### src/rtl/table_sequencer.sv
// Remote-mode table playback: on each trigger pops one line from the DDS table FIFOs,
// hands it to the DDS writer over req/ack, then dwells for that line's TIME entry.
module table_sequencer #(
    parameter int SYNC_STAGES = 2,
    parameter int NFIFO       = 7
) (
    input  logic             clk,
    input  logic             rst,
    input  logic             trigIn,
    input  logic             softTrig,
    input  logic [1:0]       rcontrol,
    input  logic [9:0]       rlines,
    input  logic [NFIFO-1:0] fifoEmpty,
    input  logic [31:0]      timeQ,
    input  logic             ddsAck,
    output logic [NFIFO-1:0] rdReq,
    output logic             ddsReq,
    output logic [9:0]       lineIdx,
    output logic             busy,
    output logic             tableDone,
    output logic             trigOverrun
);

    localparam int SYNC_N = (SYNC_STAGES < 2) ? 2 : SYNC_STAGES;

    typedef enum logic [2:0] {
        IDLE  = 3'd0,
        ARM   = 3'd1,
        POP   = 3'd2,
        LATCH = 3'd3,
        WRITE = 3'd4,
        DWELL = 3'd5,
        DONE  = 3'd6
    } state_t;

    state_t           state_r;
    logic [SYNC_N:0]  sync_r;
    logic             ext_trig_r;
    logic             table_mode_r;
    logic [31:0]      dwell_r;

    logic             trig_s;
    logic             table_end_s;
    logic [9:0]       line_next_s;
    logic [31:0]      dwell_load_s;
    logic [NFIFO-1:0] pop_mask_s;

    // trigIn synchronizer; the top bit is a delayed copy used for rising-edge detection
    always_ff @(posedge clk or posedge rst) begin
        if (rst) begin
            sync_r     <= '0;
            ext_trig_r <= 1'b0;
        end else begin
            sync_r     <= {sync_r[SYNC_N-1:0], trigIn};
            ext_trig_r <= sync_r[SYNC_N-1] & ~sync_r[SYNC_N];
        end
    end

    // combined trigger and next-line helpers
    always_comb begin
        trig_s       = softTrig | ext_trig_r;
        pop_mask_s   = ~fifoEmpty;
        table_end_s  = (lineIdx >= rlines) | fifoEmpty[NFIFO-1];
        line_next_s  = lineIdx;
        dwell_load_s = timeQ;
        if (lineIdx != 10'd1023) begin
            line_next_s = lineIdx + 10'd1;
        end else begin
            line_next_s = lineIdx;
        end
        if (timeQ == 32'd0) begin
            dwell_load_s = 32'd1;
        end else begin
            dwell_load_s = timeQ;
        end
    end

    // sequencer FSM with registered outputs
    always_ff @(posedge clk or posedge rst) begin
        if (rst) begin
            state_r      <= IDLE;
            table_mode_r <= 1'b0;
            dwell_r      <= 32'd0;
            rdReq        <= '0;
            ddsReq       <= 1'b0;
            lineIdx      <= 10'd0;
            busy         <= 1'b0;
            tableDone    <= 1'b0;
            trigOverrun  <= 1'b0;
        end else begin
            rdReq       <= '0;
            tableDone   <= 1'b0;
            trigOverrun <= trig_s & (state_r != ARM);
            case (state_r)
                IDLE: begin
                    busy <= 1'b0;
                    if (rcontrol != 2'b00) begin
                        state_r <= ARM;
                    end else begin
                        state_r <= IDLE;
                    end
                end
                ARM: begin
                    if (trig_s) begin
                        // reserved mode 11 behaves as whole-table mode
                        table_mode_r <= rcontrol[1];
                        busy         <= 1'b1;
                        if (table_end_s) begin
                            state_r   <= DONE;
                            tableDone <= 1'b1;
                        end else begin
                            state_r <= POP;
                            rdReq   <= pop_mask_s;
                        end
                    end else if (rcontrol == 2'b00) begin
                        state_r <= IDLE;
                    end else begin
                        state_r <= ARM;
                    end
                end
                POP: begin
                    state_r <= LATCH;
                end
                LATCH: begin
                    dwell_r <= dwell_load_s;
                    ddsReq  <= 1'b1;
                    state_r <= WRITE;
                end
                WRITE: begin
                    if (ddsAck) begin
                        ddsReq  <= 1'b0;
                        lineIdx <= line_next_s;
                        if (rcontrol == 2'b00) begin
                            state_r <= IDLE;
                            busy    <= 1'b0;
                            dwell_r <= 32'd0;
                        end else begin
                            state_r <= DWELL;
                        end
                    end else begin
                        state_r <= WRITE;
                    end
                end
                DWELL: begin
                    if (rcontrol == 2'b00) begin
                        state_r <= IDLE;
                        busy    <= 1'b0;
                        dwell_r <= 32'd0;
                    end else if (dwell_r <= 32'd1) begin
                        dwell_r <= 32'd0;
                        if (!table_mode_r) begin
                            state_r <= ARM;
                            busy    <= 1'b0;
                        end else if (table_end_s) begin
                            state_r   <= DONE;
                            tableDone <= 1'b1;
                        end else begin
                            state_r <= POP;
                            rdReq   <= pop_mask_s;
                        end
                    end else begin
                        dwell_r <= dwell_r - 32'd1;
                    end
                end
                DONE: begin
                    lineIdx <= 10'd0;
                    busy    <= 1'b0;
                    state_r <= IDLE;
                end
                default: begin
                    state_r <= IDLE;
                    busy    <= 1'b0;
                    ddsReq  <= 1'b0;
                end
            endcase
        end
    end

endmodule

### config.mk
export PLATFORM = sky130hd
export DESIGN_NAME = table_sequencer
export DESIGN_NICKNAME = d
export VERILOG_FILES = /design/src/rtl/table_sequencer.sv
export SDC_FILE = /design/constraint.sdc
export NUM_CORES = 1
export LEC_CHECK = 0
export ABC_AREA = 1
export BUFFER_PORTS_ARGS = -buffer_cell sky130_fd_sc_hd__buf_4
export CORE_ASPECT_RATIO = 0.9
export CORE_MARGIN = 5
export CORE_UTILIZATION = 56
export CTS_BUF_LIST = sky130_fd_sc_hd__clkbuf_16
export CTS_CLUSTER_SIZE = 25
export DETAILED_ROUTE_END_ITERATION = 16
export PLACE_DENSITY = 0.8
export SYNTH_ARGS = -nofsm -noshare
export SYNTH_HDL_FRONTEND = slang
export SYNTH_SLANG_ARGS = --single-unit
### constraint.sdc
create_clock -name clk -period 2.4 [get_ports clk]
set_clock_uncertainty 0.05 [all_clocks]
set_input_delay 0.12 -clock clk [delete_from_list [all_inputs] [get_ports clk]]
set_output_delay 0.12 -clock clk [all_outputs]
set_load 0.01 [all_outputs]
==> flow_summary.toml, run 1 <==
[status]
outcome = "complete, no violations"

[critical_path]
cp_cell_sequence = "ha_1, a21oi_1, nor2_1, nor3b_1, nand3_1, nor2_4, inv_2, nor2_1"
required_ns = 2.61
cp_slowest_cell = "dfrtp_1"
arrival_ns = 2.12
crit_top_cell = "nor2_1"
cp-start-kind = "register"
critPathKind = "register to register"
path_max_fanout = 7
slowest_delay_ns = 0.47
end_kind = "register"

[drt]
post_drt_wl_per_cell_um = 14.8
drt_iter0_markers = 350
ant_nets = 0
firstDrtPassIters = 5
drc = 0
wirelength_um = 11500
vias = 4160
via_per_inst = 5.32

[logic_synthesis]
syn_nets = 665
synth.top_cell.area_share = 0.369
ys_warn_count = 0
ys_types = 36
async_flop_share = 1.00
synth_edf_count = 0
yosysSeqAreaShare = 0.369
synthesis.area_sq_mm = 0.00414
synthTopCellsByArea = "dfrtp_1 (37%), nand2_1 (12%), nor2_1 (9.9%), a21oi_1 (7.5%), inv_1 (6.4%)"
syn_inst = 596
ys.flop_type = "dfrtp_1"
ys_seq_elements = 61
yosys.area.top_type = "dfrtp_1"
syn-mean-instance-area_sq_um = 6.95

[floorplanning]
die-width_um = 101
fp.dieH_um = 91.6
core_area_sq_mm = 0.00711
initial_core_util = 0.582
die_area_sq_mm = 0.00922
boundaryPins = 77
rows = 29

[grt]
grt_pass1_wl_um = 19200
grt_util_met3 = 0.0705
use_met2 = 0.417
grt_most_used_layer = "met2"
grt.total_usage = 0.261
grt_pass1_vias = 4119
gr-usage-met1 = 0.346
grt-ovfl-total = 0
antenna_found_initial = 0
grt_max_degree = 43

[timing]
min_period_over_period = 0.796
layout_min_cycle_time_ns = 1.91
setup_slack_ns = 0.488
rsz0062_at_grt = "false"
timing.fmax_mhz = 523
drv_slew = 0
setup_viol = 0
tightestPinTransition_ns = 0.707
slew_headroom = 0.528
final_hold_viol_count = 0
tns_ns = 0

[flow_run]
maxCapViolations = 0

[place]
dpl.hpwl_um = 8400
gp_congestion = 0.937
port_buffers = 76
post-place-ws_ns = 0.486

[clock_network]
cts_buffers = 9
clkLatencyLatePin_ns = 0.33
cts_hold_repair.buffers = 9
cts_tree = "yes"
path_clk_slew_ns = 0.06
root_buffer = "clkbuf_16"
htreeDepth = 3
postCtsSetupRepairBufs = 0
post_cts_resized = 0
cts_buffer_depth = 2
numClockSinks = 61

[pwr]
pwr_density_cell_mw_per_mm2 = 1110
leakage_nw = 2.48
vdd_drop_max_uv = 692

[cells_and_area]
final_nets = 753
drive_gt1_frac = 0.187
n_antenna_cell = 0
layout_commonest_cell = "nand2_1"
nFillCells = 583
syn2layout_area_growth_pct = 25.0
mostFrequentLayoutCells = "nand2_1 (129), nor2_1 (109), buf_4 (78)"

[worst_hold_path]
min_path_type = "input pin to register"
## worst max-delay path, delay by kind of cell (launching register included)
kind	cells	cell delay, ns
simple gates	5	0.77
flops	1	0.47
fa+ha+maj	1	0.33
compound gates	1	0.15
buf+inv	1	0.07
## report_power, final
| group | internal [mW] | switching [mW] | total (mW) |
|---|---|---|---|
| clock network | 0.788 | 0.467 | 1.25 |
| registers | 1.44 | 0.484 | 1.93 |
| logic | 0.958 | 1.59 | 2.55 |
| total | 3.19 | 2.54 | 5.73 |
## final timing paths
| check | end | slack [ns] | depth (start not counted) | from |
|---|---|---|---|---|
| setup reg to reg | rdReq[2] | 0.49 | 8 | lineIdx[7] |
| min in group asynchronous | lineIdx[1] | 0.42 | 3 | rst |
| hold / removal | dwell_r[23] | 0.04 | 3 | timeQ[23] |
| setup / recovery | rdReq[2] | 0.49 | 8 | lineIdx[7] |
| hold reg to reg | sync_r[1] | 0.30 | 0 | sync_r[0] |
| max in group asynchronous | dwell_r[29] | 1.26 | 4 | rst |
## through the flow
step / hold slack (ns) / power [mW] / utilization / cells / area, sq um
2_1_floorplan: 0.101 / 3.70 / - / 596 / 4140
3_3_place_gp: 0.180 / 4.33 / 0.675 / 757 / 4800
3_5_place_dp: 0.181 / 4.42 / 0.675 / 757 / 4800
4_1_cts: 0.0356 / 5.73 / 0.728 / 782 / 5180
5_1_grt: 0.0432 / 6.19 / 0.728 / 782 / 5180
6_report: 0.0422 / 5.73 / 0.728 / 782 / 5180
## cells by family after synthesis
kind of cell,synth area share
simple gates,0.330
compound gates,0.134
buf+inv,0.0919
flops,0.369
xor+xnor,0.0360
fa+ha+maj,0.0393
## area by class of cell
cell class / count / area (sq um) / area share
clock buffers: 9 / 225 / 0.0435
clock inverters: 7 / 58.8 / 0.0114
inverters: 80 / 300 / 0.0580
multi-input cells: 443 / 2230 / 0.431
flip-flops and latches: 61 / 1530 / 0.295
well taps: 93 / 116 / 0.0225
repair buffers: 89 / 716 / 0.138
## cell usage after synthesis, types with 3 or more instances
cell type  number
nand3_1        37
o21ai_1         5
buf_2           4
inv_2           9
o21ai_0        12
nand4_1         7
xor2_1         16
clkbuf_1        3
inv_1          71
a22oi_1        10
ha_1           13
dfrtp_1        61
nor2_1        109
buf_6           3
nor2_2         11
nand2_2         4
nor2_4          7
nor3_1          3
a21oi_1        62
nand2_1       129
## layer usage
layer / vias to the layer above / part of all wire
met5: - / 0
met4: 0 / 0.017
met3: 18 / 0.081
met2: 159 / 0.46
met1: 1897 / 0.44
li1: 2086 / -
## sequential cells by signal (all words and copies together), names as in the netlist
name          flops
dwell_r          32
lineIdx          10
rdReq             7
state_r           3
sync_r            3
busy              1
ddsReq            1
ext_trig_r        1
tableDone         1
table_mode_r      1
trigOverrun       1
(Power assumes the default switching activity.)
==> run 2, diff against run 1 <==
- clock period: 2.4 -> 2 ns (I/O delays scaled with it)
==> run 2 against run 1 <==
Net effect: combinational power grew 26%; largest cell class unchanged; cell count grew 1.3%; global-route usage shrank 0.74 points; design area grew 1.6%; via count grew 3.7%; critical path depth grew 3; critical endpoint is now dwell_r[20]; fmax grew 1.5%; non-clock buffer count grew 9; highest routed layer unchanged.
==> flow_summary.toml, run 2 (same netlist as run 1, synthesis figures left out) <==
[status]
outcome = "complete, no violations"

[floorplanning]
fp.dieH_um = 91.6
initial_core_util = 0.582
core_area_sq_mm = 0.00711
boundaryPins = 77
die-width_um = 101
rows = 29
die_area_sq_mm = 0.00922

[drt]
post_drt_wl_per_cell_um = 14.6
ant_nets = 0
drc = 0
vias = 4313
via_per_inst = 5.45
wirelength_um = 11600
firstDrtPassIters = 5
drt_iter0_markers = 257

[pwr]
pwr_density_cell_mw_per_mm2 = 1330
vdd_drop_max_uv = 843
leakage_nw = 2.53

[worst_hold_path]
min_to = "dwell_r[23]"
hold_depth = 3
min_path_type = "input pin to register"
hp-start = "timeQ[23]"

[timing]
rsz0062_at_grt = "false"
tns_ns = 0
final_hold_viol_count = 0
drv_slew = 0
min_period_over_period = 0.942
setup_viol = 0
timing.fmax_mhz = 531
tightestPinTransition_ns = 0.587
layout_min_cycle_time_ns = 1.88
setup_slack_ns = 0.116
slew_headroom = 0.608

[critical_path]
cp_slowest_cell = "dfrtp_1"
rrSetupSlack_ns = 0.12
rr_startpoint = "dwell_r[0]"
arrival_ns = 2.09
critical_path_depth = 11
worstRegToRegCells = 11
cp-start-kind = "register"
critPathKind = "register to register"
crit_family = "simple AND/OR/NAND/NOR gates"
startpoint = "dwell_r[0]"
crit_top_cell = "nand2_1"
cp.buffers_inverters = 2
slowest_delay_ns = 0.40
end_kind = "register"
required_ns = 2.20
path_max_fanout = 5
cp_cell_sequence = "inv_1, ha_1, buf_4, nand2_1, nor2_4, nand2_2, nor2_4, nand2_1, nand2_1, nand3_1, a21oi_1"
worst_r2r_endpoint = "dwell_r[20]"

[grt]
grt_pass1_vias = 3918
grt_pass1_wl_um = 18800
grt-ovfl-total = 0
grt.total_usage = 0.253
antenna_found_initial = 0
grt_max_degree = 43

[clock_network]
numClockSinks = 61
cts_buffers = 9
cts_tree = "yes"
root_buffer = "clkbuf_16"
path_clk_slew_ns = 0.05
htreeDepth = 3
clkLatencyLatePin_ns = 0.33
cts_buffer_depth = 2

[place]
placed_cells = 763
dpl.hpwl_um = 8540
port_buffers = 76
gp_congestion = 0.919
post-place-ws_ns = -0.0772

[cells_and_area]
n_antenna_cell = 0
reg_top3 = "dwell_r (32), lineIdx (10), rdReq (7)"
layout_commonest_cell = "nand2_1"
nFillCells = 565
top_register = "dwell_r"
drive_gt1_frac = 0.203
mostFrequentLayoutCells = "nand2_1 (129), nor2_1 (107), buf_4 (88)"
fin_cells = 792
largest_reg_flops = 32
final_nets = 763
syn2layout_area_growth_pct = 27.1

[flow_run]
maxCapViolations = 0
## run 2: changes by cell type in the layout (fill, tap and decap cells not counted), moves of 2 or more
cell,previous run,this run
nor2_4,7,9
clkinv_1,1,3
buf_4,78,88
nor2_1,109,107
## run 2: worst register-to-register path, delay by kind of cell, from the launching register on
family                   cells  cell delay (ns)
AO/OA/AOI/OAI                1             0.14
adder cells (fa/ha/maj)      1             0.17
buffers and inverters        2             0.21
flip-flops                   1             0.40
AND/OR/NAND/NOR              7             0.84
## run 2: report_power, final
| part | internal (mW) | switching [mW] | leakage [nW] |
|---|---|---|---|
| clock | 0.943 | 0.536 | 0.139 |
| combinational | 1.22 | 1.99 | 1.65 |
| sequential | 1.73 | 0.559 | 0.738 |
## run 2: metal layers
layer	vias to the layer above	global-route usage	part of all wire
met4	0	0.0673	0.014
met2	160	0.396	0.46
met5	-	0	0
li1	2110	-	-
met3	14	0.0536	0.076
met1	2029	0.355	0.45
## run 2: stage by stage
stage	total power, mW	utilization	hold WS (ns)	instance area [sq um]
floorplan	4.44	-	0.0814	4140
detailed placement	5.40	0.680	0.156	4830
global placement	5.26	0.680	0.146	4830
global route	7.54	0.740	0.0415	5260
CTS	6.95	0.734	0.0235	5220
finish	6.99	0.740	0.0233	5260
## run 2: layout make-up
class                   count  area (sq um)  share of cell area
flip-flops and latches     61          1530               0.290
multi-input cells         444          2260               0.430
clock buffers               9           225              0.0428
inverters                  80           300              0.0571
repair buffers             98           771               0.146
clock inverters             7          57.6              0.0109
well taps                  93           116              0.0221
## run 2: what timing repair did
item                       in CTS  in global routing
hold buffers                    9                  0
setup endpoints to repair      31                 14
pin swaps                       1                  3
gates cloned                    1                  0
hold endpoints to repair       34                  0
setup buffers                   0                  3
resized for setup               1                  6
## run 2: worst max path at each step
stage,endpoint,slack (ns)
detailed placement,dwell_r[16],-0.08
global placement,dwell_r[25],0.01
floorplan,rdReq[0],0.29
finish,dwell_r[20],0.12
global route,dwell_r[22],0.005
CTS,rdReq[3],0.08
==> run 3, diff against run 2 <==
- CORE_UTILIZATION: 56 -> 51
- PLACE_DENSITY: 0.8 -> 0.77
- clock period: 2 -> 1.6 ns (I/O delays scaled with it)
==> run 3 against run 2 <==
Net effect: the flow now finishes with violations (negative hold slack, negative setup slack); power is 69% higher; die area is 8.8% higher; worst hold slack worse by 0.031 ns; setup slack worse by 0.45 ns; non-clock buffer count is 110 higher; clock power is 32% higher; wire length is 42% higher; via count is 23% higher; sequential power is 18% higher; fmax is 2.4% lower; critical endpoint is now dwell_r[22]; largest cell class unchanged.
==> flow_summary.toml, run 3 (same netlist as run 1, synthesis figures left out) <==
[status]
outcome = "finished with violations"
violations = "negative hold slack, negative setup slack"

[timing]
rsz0062_at_grt = "true"
slew_headroom = 0.762
drv_slew = 0
hold_slack_ns = -0.00748
tns_ns = -9.87
setup_slack_ns = -0.330
timing.fmax_mhz = 518
setup_viol = 44
min_period_over_period = 1.21
layout_min_cycle_time_ns = 1.93
tightestPinTransition_ns = 0.357
final_hold_viol_count = 1

[cells_and_area]
top_register = "dwell_r"
drive_gt1_frac = 0.428
final_nets = 873
mostFrequentLayoutCells = "buf_4 (179), nand2_1 (110), nor2_1 (100)"
largest_reg_flops = 32
reg_top3 = "dwell_r (32), lineIdx (10), rdReq (7)"
layout_commonest_cell = "buf_4"
n_antenna_cell = 0
syn2layout_area_growth_pct = 61.5

[critical_path]
arrival_ns = 2.13
end_kind = "register"
cp-start-kind = "register"
rr_startpoint = "dwell_r[0]"
required_ns = 1.80
startpoint = "dwell_r[0]"
critPathKind = "register to register"
path_max_fanout = 8

[clock_network]
htreeDepth = 3
path_clk_slew_ns = 0.05
numClockSinks = 61
cts_buffers = 9
cts_tree = "yes"
root_buffer = "clkbuf_16"
clkLatencyLatePin_ns = 0.34
cts_buffer_depth = 2

[drt]
firstDrtPassIters = 6
via_per_inst = 5.84
wirelength_um = 16500
drc = 0
post_drt_wl_per_cell_um = 18.1
ant_nets = 0
drt_iter0_markers = 460
vias = 5299

[floorplanning]
die_area_sq_mm = 0.0100
core_area_sq_mm = 0.00799
boundaryPins = 77
die-width_um = 105
rows = 31
initial_core_util = 0.518
fp.dieH_um = 95.5

[worst_hold_path]
hp-start = "timeQ[25]"
min_path_type = "input pin to register"

[pwr]
pwr_density_cell_mw_per_mm2 = 1770
power.total_mw = 11.8
vdd_drop_max_uv = 902
leakage_nw = 3.17

[grt]
grt_max_degree = 52
grt_pass1_vias = 4839
grt-ovfl-total = 0
grt_pass1_wl_um = 22700
grt.total_usage = 0.281
antenna_found_initial = 0

[place]
gp_congestion = 0.946
port_buffers = 76
dpl.hpwl_um = 9230

[flow_run]
maxCapViolations = 0
run 3: cell types whose count changed in the layout (fill, tap and decap cells not counted), moves of 7 or more:
cell / previous run / this run
buf_6: 0 / 14
nand2_1: 129 / 110
buf_4: 88 / 179
nand3_2: 2 / 17
a22oi_2: 0 / 8
nand3_1: 36 / 19
a22oi_1: 10 / 2
nor2_1: 107 / 100
nand2_2: 4 / 18
nor2_4: 9 / 16
a21oi_1: 62 / 41
a21oi_2: 0 / 21
run 3: layout make-up:
cell class                      instances  area, sq um
Inverter                               80          312
Timing Repair Buffer                  208         1710
Fill cell                             427         1300
Tap cell                               99          124
Multi-Input combinational cell        444         2720
Clock buffer                            9          225
Clock inverter                          7         68.8
Sequential cell                        61         1530
run 3: critical path: stages, from the launching register on:
cell and delay, ns:
dfrtp_1 0.40, buf_6 0.13, ha_4 0.14, inv_2 0.03, nand2_1 0.05, nand2_1 0.08
nor2_2 0.05, nand3_2 0.09, nor2_4 0.06, buf_6 0.12, nor2_4 0.17, clkbuf_16 0.22
nand3_2 0.08, a21oi_2 0.17
run 3: where the power goes:
| group | switching (mW) | internal [mW] |
|---|---|---|
| Sequential | 0.543 | 2.17 |
| Combinational | 3.99 | 3.18 |
| Clock | 0.753 | 1.20 |
| Total | 5.28 | 6.55 |
run 3: what timing repair did:
action / 4_1_cts / 5_1_grt
cloned: 1 / 1
endpoints found under the hold margin: 70 / 0
buffers inserted: 17 / 5
pin swaps: 15 / 20
setup endpoints to repair: 44 / 54
hold buffers: 10 / 0
resized for setup: 36 / 94
run 3: layer usage:
metal / up-vias / GRT usage / wire, um / share of wire
li1: 2321 / - / - / -
met1: 2478 / 0.346 / 5790 / 0.35
met2: 402 / 0.484 / 7990 / 0.49
met3: 98 / 0.0664 / 1850 / 0.11
met4: 0 / 0.0990 / 837 / 0.051
met5: - / 0 / 0 / 0
run 3: path summary, 6_finish.rpt:
path                                to  slack (ns)  cells after the start
max                        dwell_r[22]       -0.33                     13
max in group asynchronous   state_r[2]        0.74                      4
min in group asynchronous   lineIdx[9]        0.20                      3
max reg2reg                dwell_r[22]       -0.33                     13
min                        dwell_r[25]      -0.007                      3
min reg2reg                  sync_r[1]        0.30                      0
run 3: through the flow:
step                      worst slack (ns)  area, sq um   util  std cells
final                               -0.330         6690  0.837        908
after global routing                -0.416         6690  0.837        908
after CTS                           -0.201         6280  0.786        904
after detailed placement            -0.476         5560  0.696        860
after global placement              -0.391         5560  0.696        860
after floorplan                     0.0147         4160      -        596
